$ cat config.mk
export PLATFORM = sky130hd
export DESIGN_NAME = serial_cmd_frame_decoder
export DESIGN_NICKNAME = d
export VERILOG_FILES = /design/src/rtl/serial_cmd_frame_decoder.sv
export SDC_FILE = /design/constraint.sdc
export NUM_CORES = 1
export LEC_CHECK = 0
export BUFFER_PORTS_ARGS = -buffer_cell sky130_fd_sc_hd__buf_4
export CAP_MARGIN = 20
export CORE_UTILIZATION = 58
export DETAILED_ROUTE_END_ITERATION = 8
export PLACE_DENSITY_LB_ADDON = 0.25
export SETUP_SLACK_MARGIN = 0.15
export SLEW_MARGIN = 20
export SYNTH_ARGS = -nofsm -noshare
export SYNTH_HDL_FRONTEND = slang
export SYNTH_SLANG_ARGS = --single-unit
export TNS_END_PERCENT = 20
$ cat constraint.sdc
create_clock -name clk -period 4.7 [get_ports clk]
set_clock_uncertainty 0.2 [all_clocks]
set_input_delay 0.235 -clock clk [delete_from_list [all_inputs] [get_ports clk]]
set_output_delay 0.235 -clock clk [all_outputs]
set_load 0.005 [all_outputs]
$ cat src/rtl/serial_cmd_frame_decoder.sv
// Byte-level parser for FF FF 00 LEN PAYLOAD EE EE frames with valid/ack handoff and error codes.
// Optional inter-byte timeout is compiled in with `define SERIAL_CMD_DECODER_TIMEOUT_EN.
module serial_cmd_frame_decoder #(
    parameter int unsigned MAX_PAYLOAD_LEN = 8,
    parameter int unsigned TIMEOUT_CYCLES  = 5_000_000
) (
    input  logic                         clk,
    input  logic                         rst_n,
    input  logic [7:0]                   rx_data,
    input  logic                         rx_valid,
    output logic                         frame_valid,
    input  logic                         frame_ack,
    output logic [7:0]                   payload_len,
    output logic [8*MAX_PAYLOAD_LEN-1:0] payload,
    output logic                         frame_error,
    output logic [2:0]                   error_code,
    output logic                         busy
);
    localparam int unsigned PW = 8 * MAX_PAYLOAD_LEN;

    localparam logic [2:0] ERR_LEN     = 3'd1;
    localparam logic [2:0] ERR_SPACE   = 3'd2;
    localparam logic [2:0] ERR_EOF     = 3'd3;
    localparam logic [2:0] ERR_TIMEOUT = 3'd4;
    localparam logic [2:0] ERR_OVERRUN = 3'd5;

    typedef enum logic [2:0] {
        S_IDLE, S_SOF2, S_SPACE, S_LEN, S_PAYLOAD, S_EOF1, S_EOF2, S_HOLD
    } state_e;

    if (MAX_PAYLOAD_LEN < 1 || MAX_PAYLOAD_LEN > 255 || TIMEOUT_CYCLES < 2) begin : g_param_check
        $error("serial_cmd_frame_decoder: parameter out of range");
    end

    state_e          state_q, state_d;
    logic [7:0]      idx_q, idx_d;
    logic [7:0]      payload_len_q, payload_len_d;
    logic [PW-1:0]   payload_q, payload_d;
    logic            frame_valid_q, frame_valid_d;
    logic            frame_error_q, frame_error_d;
    logic [2:0]      error_code_q, error_code_d;
    logic            busy_q, busy_d;
    logic            tmo_hit;

`ifdef SERIAL_CMD_DECODER_TIMEOUT_EN
    localparam int unsigned TMO_W = $clog2(TIMEOUT_CYCLES);

    logic [TMO_W-1:0] tmo_cnt_q, tmo_cnt_d;
    logic             timed;

    // Counts idle cycles inside a partial frame; any strobe restarts it.
    always_comb begin
        timed     = (state_q != S_IDLE) && (state_q != S_HOLD);
        tmo_hit   = timed && !rx_valid && (tmo_cnt_q == TMO_W'(TIMEOUT_CYCLES - 1));
        tmo_cnt_d = '0;
        if (timed && !rx_valid && !tmo_hit) begin
            tmo_cnt_d = tmo_cnt_q + TMO_W'(1);
        end
    end

    always_ff @(posedge clk) begin
        if (!rst_n) tmo_cnt_q <= '0;
        else        tmo_cnt_q <= tmo_cnt_d;
    end
`else
    assign tmo_hit = 1'b0;
`endif

    always_comb begin
        state_d       = state_q;
        idx_d         = idx_q;
        payload_len_d = payload_len_q;
        payload_d     = payload_q;
        frame_error_d = 1'b0;
        error_code_d  = error_code_q;

        if (state_q == S_HOLD) begin
            if (rx_valid) begin
                frame_error_d = 1'b1;
                error_code_d  = ERR_OVERRUN;
            end
            if (frame_ack) state_d = S_IDLE;
        end else if (tmo_hit) begin
            state_d       = S_IDLE;
            frame_error_d = 1'b1;
            error_code_d  = ERR_TIMEOUT;
        end else if (rx_valid) begin
            case (state_q)
                S_IDLE: if (rx_data == 8'hFF) state_d = S_SOF2;
                S_SOF2: state_d = (rx_data == 8'hFF) ? S_SPACE : S_IDLE;
                S_SPACE: begin
                    if (rx_data == 8'h00) begin
                        state_d = S_LEN;
                    end else begin
                        state_d       = S_IDLE;
                        frame_error_d = 1'b1;
                        error_code_d  = ERR_SPACE;
                    end
                end
                S_LEN: begin
                    if (rx_data == 8'd0 || rx_data > 8'(MAX_PAYLOAD_LEN)) begin
                        state_d       = S_IDLE;
                        frame_error_d = 1'b1;
                        error_code_d  = ERR_LEN;
                    end else begin
                        payload_len_d = rx_data;
                        idx_d         = 8'd0;
                        payload_d     = '0;
                        state_d       = S_PAYLOAD;
                    end
                end
                S_PAYLOAD: begin
                    for (int i = 0; i < int'(MAX_PAYLOAD_LEN); i++) begin
                        if (idx_q == 8'(i)) payload_d[8*i +: 8] = rx_data;
                    end
                    idx_d = idx_q + 8'd1;
                    if (idx_q == payload_len_q - 8'd1) state_d = S_EOF1;
                end
                S_EOF1, S_EOF2: begin
                    if (rx_data == 8'hEE) begin
                        state_d = (state_q == S_EOF1) ? S_EOF2 : S_HOLD;
                    end else begin
                        state_d       = S_IDLE;
                        frame_error_d = 1'b1;
                        error_code_d  = ERR_EOF;
                    end
                end
                default: state_d = S_IDLE;
            endcase
        end

        frame_valid_d = (state_d == S_HOLD);
        busy_d        = (state_d != S_IDLE);
    end

    always_ff @(posedge clk) begin
        if (!rst_n) begin
            state_q       <= S_IDLE;
            idx_q         <= 8'd0;
            payload_len_q <= 8'd0;
            payload_q     <= '0;
            frame_valid_q <= 1'b0;
            frame_error_q <= 1'b0;
            error_code_q  <= 3'd0;
            busy_q        <= 1'b0;
        end else begin
            state_q       <= state_d;
            idx_q         <= idx_d;
            payload_len_q <= payload_len_d;
            payload_q     <= payload_d;
            frame_valid_q <= frame_valid_d;
            frame_error_q <= frame_error_d;
            error_code_q  <= error_code_d;
            busy_q        <= busy_d;
        end
    end

    assign frame_valid = frame_valid_q;
    assign payload_len = payload_len_q;
    assign payload     = payload_q;
    assign frame_error = frame_error_q;
    assign error_code  = error_code_q;
    assign busy        = busy_q;
endmodule

Word-level counts from Yosys, hierarchy flattened

Index checks and enable logic that the tools add are counted.
Widths: inputs -> output; s select.

Flip-flop bits (word level): 89
Input bits: 12
Output and inout port bits: 78
Word-level logic and storage cells: 106

Add/sub/neg operators: 2
Order comparisons: 1
Equality and inequality tests: 30
Muxes and demuxes: 37
Bitwise operators: 2
Reductions and logical operators: 19

Operators with widths:

| kind                | count |
|---|---|
| $pmux 64 s2         | 1 |
| $mux 8              | 9 |
| $mux 64             | 1 |
| $reduce_and 5->1    | 9 |
| $mux 3              | 13 |
| $eq 8x3->1 const B  | 4 |
| $ne 2x2->1 const B  | 9 |
| $pmux 3 s6          | 1 |
| $eq 8x2->1 const B  | 2 |
| $eq 8x8->1 const B  | 2 |
| $logic_not 8->1     | 2 |
| $pmux 8 s2          | 1 |
| $eq 3x3->1 const B  | 5 |
| $ne 3x3->1 const B  | 3 |
| $pmux 3 s3          | 1 |
| $add 8x1->8 const B | 1 |
| $eq 8x1->1 const B  | 1 |
| $eq 8x8->1          | 1 |
| $gt 8x4->1 const B  | 1 |
| $reduce_and 4->1    | 2 |
| $sub 8x1->8 const B | 1 |
| $mux 1              | 7 |
| $eq 3x2->1 const B  | 2 |
| $mux 2              | 2 |
| other kinds (9)     | 10 |

Depth between registers and ports, before layout

Depth in word-level cells: 7
Depth in mapped cells: 10
Mapped depth without buffers: 8

Least setup slack after synthesis

Ideal clock, no wire load.

Path type: register to register
Start: register payload_len_q[0] (netlist: payload_len[0])
End: register busy_q (netlist: busy)
Setup time: 0.120 ns
Arrival: 1.987 ns
Required time: 4.380 ns
Path slack: 2.393 ns
Stages on the path, launching flop included: 11
Path buffers: 2
Period minus slack after synthesis: 2.307 ns
Cell sequence: dfxtp_1 > clkbuf_1 > inv_1 > ha_1 > clkbuf_1 > xnor2_1 > and4_1 > a41oi_1 > a211oi_1 > or2_1 > o31a_1

Cells in the longest elaborated chain, start to end: 7

Ends and longest elaborated chain:

| what                   | line | RTL |
|---|---|---|
| start, declared        | 37   | `logic [7:0] payload_len_q, payload_len_d;` |
| start signal, assigned | 149  | `payload_len_q <= payload_len_d;` |
| $sub 8x1->8            | 117  | `if (idx_q == payload_len_q - 8'd1) state_d = S_EOF1;` |
| $eq 8x8->1             | 117  |  |
| $mux 3                 | 117  |  |
| $pmux 3 s6             | 88   | `case (state_q)` |
| $mux 3                 | 87   | `end else if (rx_valid) begin` |
| $mux 3                 | 77   | `if (state_q == S_HOLD) begin` |
| $reduce_bool 3->1      | 133  | `busy_d = (state_d != S_IDLE);` |
| end signal, assigned   | 154  | `busy_q <= busy_d;` |
| end, declared          | 42   | `logic busy_q, busy_d;` |

No other way between the ends.
A chain may end at the register's enable or synchronous reset.

Final worst setup path

Start: input port rx_data[0]
End: register payload_q[28] (netlist: payload[28])

Cells in the longest elaborated chain, start to end: 4
Elaborated cells on any way between the ends: 5
Those cells by class: order compare (1); eq/ne (1); reduce/logical (3)

Ends and longest elaborated chain:

| what                                          | line | RTL |
|---|---|---|
| start, declared                               | 9    | `input logic [7:0] rx_data,` |
| $gt 8x4->1 or $logic_not 8->1 (tied branches) | 101  | `if (rx_data == 8'd0 \|\| rx_data > 8'(MAX_PAYLOAD_LEN)) begin` |
| $logic_or 1x1->1 (*)                          | 101  |  |
| $ne 2x2->1 (no line) (*)                      | --   |  |
| $reduce_and 5->1 (no line) (*)                | --   |  |
| end signal, assigned                          | 150  | `payload_q <= payload_d;` |
| end, declared                                 | 38   | `logic [PW-1:0] payload_q, payload_d;` |

Every way passes the cells marked *; elsewhere a longest branch is shown, timed or not.

==> impl.org <==
** Worst setup path
- Counting cells, the worst reg-to-reg path comes to 6.
- The signal on the critical path passes through dlygate4sd3_1 -> buf_4 -> nor4_4 -> and4bb_1 -> o21ai_2 -> a21o_1 -> nand3_1 -> o21ai_1.
- Critical path's top delay family :: compound AO/OA/AOI/OAI gates
- Category of the worst setup path capture point :: register
- Slowest-stage cell, CP :: o21ai_2
- Worst reg2reg path endpoint :: payload[28]
- Across all register-to-register paths, the minimum setup slack is 2050 ps.
- Worst path bufs/invs :: 2
- The startpoint identified for the worst register-to-register timing path is state_q[0].
- WP data arrival :: 2970 ps
- Worst-path maximum fanout :: 16
- On the worst path, the slowest cell contributes a delay of 640 ps.
- The worst setup path is of the input pin to register kind.
- Start point of the critical path :: rx_data[0]
- Data required time of the worst path :: 4790 ps
- STA classifies the critical path startpoint as an input pin.

** Routing
- Detailed routing inserted a total of 3,347 vias.
- Post-detailed-route count of antenna-violating nets :: 0
- Number of remaining DRC errors :: 4
- Routed WL per cell :: 16.1 um
- The detailed router finished its first iteration with 220 violations.
- The first TritonRoute pass finished after 6 iterations.
- The final layout contains routed wiring with a total length of 9450 um.
- Using the TritonRoute via totals, the vias-per-cell ratio works out to 5.69.

** Finish
- Multi-input gate area in the final layout :: 0.00197 mm2
- The filler cells instantiated in the layout total 479.
- Antenna cell count :: 0
- Registers take 0.00178 mm2.
- In the final layout, the share of cells above drive strength 1 is 25.0%.
- For this run, the post-layout net count is 523.
- At the end of the flow the core is filled with cells to 74.8%.
- Area added between synthesis and finish :: 22.5%

** Logic synthesis
- The synthesized netlist devotes 21.6% of its cell area to simple gates.
- The synthesized netlist devotes 14.3% of its cell area to compound gates.
- The share of synthesized area in the top cell type comes to 45.4%.
- Combinational family with the most area after synthesis :: simple AND/OR/NAND/NOR gates
- The portion of synthesized area spent on multiplexers is 9.47%.
- Netlist area before placement :: 0.00392 mm2
- The synthesized design spends more area on one cell type than any other, namely dfxtp_1.
- Avg Synthesized Cell Area :: 9.19 um2
- List of most frequent post-synthesis cells :: dfxtp_1, nand2_1, mux2i_1
- Xor and xnor fraction of the mapped netlist area :: 3.35%
- Number of distinct library cells after synthesis :: 57
- Synthesized-area fraction occupied by adder cells :: 1.59%
- Mapped Nets :: 444
- Counting every instance in the synthesized netlist gives 427.
- For this run, the number of Yosys warnings is 0.
- For this run, asynchronously set or reset flops after synthesis account for 0%.
- Top cells by area, synth :: dfxtp_1, mux2i_1, nand2_1
- Yosys mapped a number of flops with a built-in enable equal to 0.
- Among all cell types in the netlist, the one instantiated most often is dfxtp_1.
- Predominant post-synthesis flop cell :: dfxtp_1
- Fraction of the yosys area taken by sequential cells :: 45.4%
- Number of synthesized register bits :: 89

** Floorplan
- Die area :: 0.00710 mm2
- Measured along the x axis, the die boundary spans 84.3 um.
- 90 I/O pins were placed.
- Die height :: 84.3 um
- Core area :: 0.00642 mm2
- For this configuration, the core starts out at a cell density of 61.1%.
- Placement row count :: 29

** Clock network
- After clock tree synthesis, the clock-pin slew on the worst setup and hold paths is 90 ps.
- Counting along the longest clock path gives a buffer depth of 2.
- Number of buffers created by CTS :: 9
- After clock tree synthesis, the repair step resized 0 gates.
- CTS tree :: yes
- The clock net in this run drives a total of 89 sinks.
- CTS placed an instance of clkbuf_8 at the clock tree root.
- H-tree depth :: 3
- The later pin in the worst-skew pair is clocked with a latency of 350 ps.

** STA
- Final clock period utilization by the worst path :: 61.2%
- Final setup TNS :: 0 ps
- For the pin with the worst max-slew slack, the measured transition is 807 ps.
- The max-slew violation count came to 0.
- Setup Viol. Count Final :: 0
- Setup repair after global routing left no endpoint under its margin.
- Number of hold violations in the final report :: 0
- Fmax achieved :: 0.348 GHz
- The smallest clock period supported by the final layout is computed as 2880 ps.
- Relative max-transition margin :: 46.2%

** Power
- In this run the static leakage power is 1.92 nW.
- Dividing total power by cell area gives a power density of 280 mW/mm2.
- IR analysis of the VDD net gives a maximum drop of 0.206 mV.

** Worst hold path
- Along the worst hold path, the cell count comes to 3.
- The tightest min-delay check is of the input pin to register type.
- The worst hold path begins at frame_ack.
- Min-Delay Endpoint :: frame_valid

** Place
- Input and output buffers added on the ports amount to 89.
- Half-perimeter wire length after detailed placement :: 6350 um
- The congestion estimate from routability-driven global placement came to 0.926.

** GRT
- Initial antenna violation count :: 0
- The via count of the first global-routing pass was 3,148.
- Overall routing resource usage :: 27.3%
- Largest net degree at the start of global routing :: 80
- The first global-routing pass estimated 15,300 um of wire.
- Remaining Overflow, GRT :: 0

** Job
- Max-cap violations in this run came to 0.

** Status
- Violated checks :: DRC
- The flow ran to the end, but the final reports show violations.
worst min-delay path, cell delays in order:
cell and delay [ps]:
buf_4 90, nor3_1 40, a41o_1 190
routing by layer:
layer,share of wire [%],vias up,global-route usage [%]
met3,7.2,19,6.98
met4,1.8,0,11.9
met2,46,106,44.4
met1,45,1565,34.2
met5,0,-,0
li1,-,1657,-
through the flow:
stage	total power [mW]	cell area [um2]	std cells	hold WS (ps)	worst slack (ps)
floorplan	0.803	3920	427	179	2390
global placement	0.822	4570	568	243	2160
detailed placement	0.823	4570	568	247	2050
CTS	1.35	4810	588	40.8	1850
global route	1.39	4810	588	54.7	1620
finish	1.35	4810	588	49.4	1820
cell usage in the layout, fill, tap and decap left out, drive strengths merged, types with 3 or more instances in the layout:
cell,n
clkinv,3
and3,7
a31oi,4
nand4,4
xor2,10
clkbuf,9
nand3,35
nand2,62
dlygate4sd3,4
mux2i,36
a21o,4
nor3,10
ha,5
dfxtp,89
o31a,3
and2,4
buf,90
nor4,3
nor2,23
a21oi,11
xnor2,5
nand2b,5
o21ai,40
inv,12
and4,3
a211oi,3
worst max-delay path by stage:
stage	end	slack, ps	cells after the start
detailed placement	payload[28]	2050	7
global placement	payload[29]	2160	7
finish	payload[28]	1820	8
floorplan	busy	2390	10
global route	payload[30]	1620	8
CTS	payload[28]	1850	8
state kept, by name, summed over array words and instances (netlist names):
register     count
error_code       3
idx_q            8
payload_len      8
state_q          3
frame_valid      1
payload         64
busy             1
frame_error      1
power breakdown:
group	internal, mW	switching [mW]
registers	0.756	0.00396
clock network	0.250	0.290
logic	0.0198	0.0289
total	1.03	0.322
cell type report:
type,count,share of cell area (%)
flip-flops and latches,89,37.1
inverters,11,0.859
well taps,77,2.00
clock buffers,9,2.58
repair buffers,94,14.9
multi-input cells,301,41.0
clock inverters,7,1.59
timing repair:
action | CTS | global route
hold endpoints to repair | 4 | 0
setup buffers | 0 | 0
hold buffers | 4 | 0
kinds of logic (layout without fill, tap and decap cells):
kind of cell	count (synthesis)	count (layout)
AND/OR/NAND/NOR	163	163
buffers and inverters	37	121
flip-flops	89	89
AO/OA/AOI/OAI	81	81
adder cells (fa/ha/maj)	5	5
XOR/XNOR	15	15
multiplexers	37	37
Power figures use the tool's default switching activity.
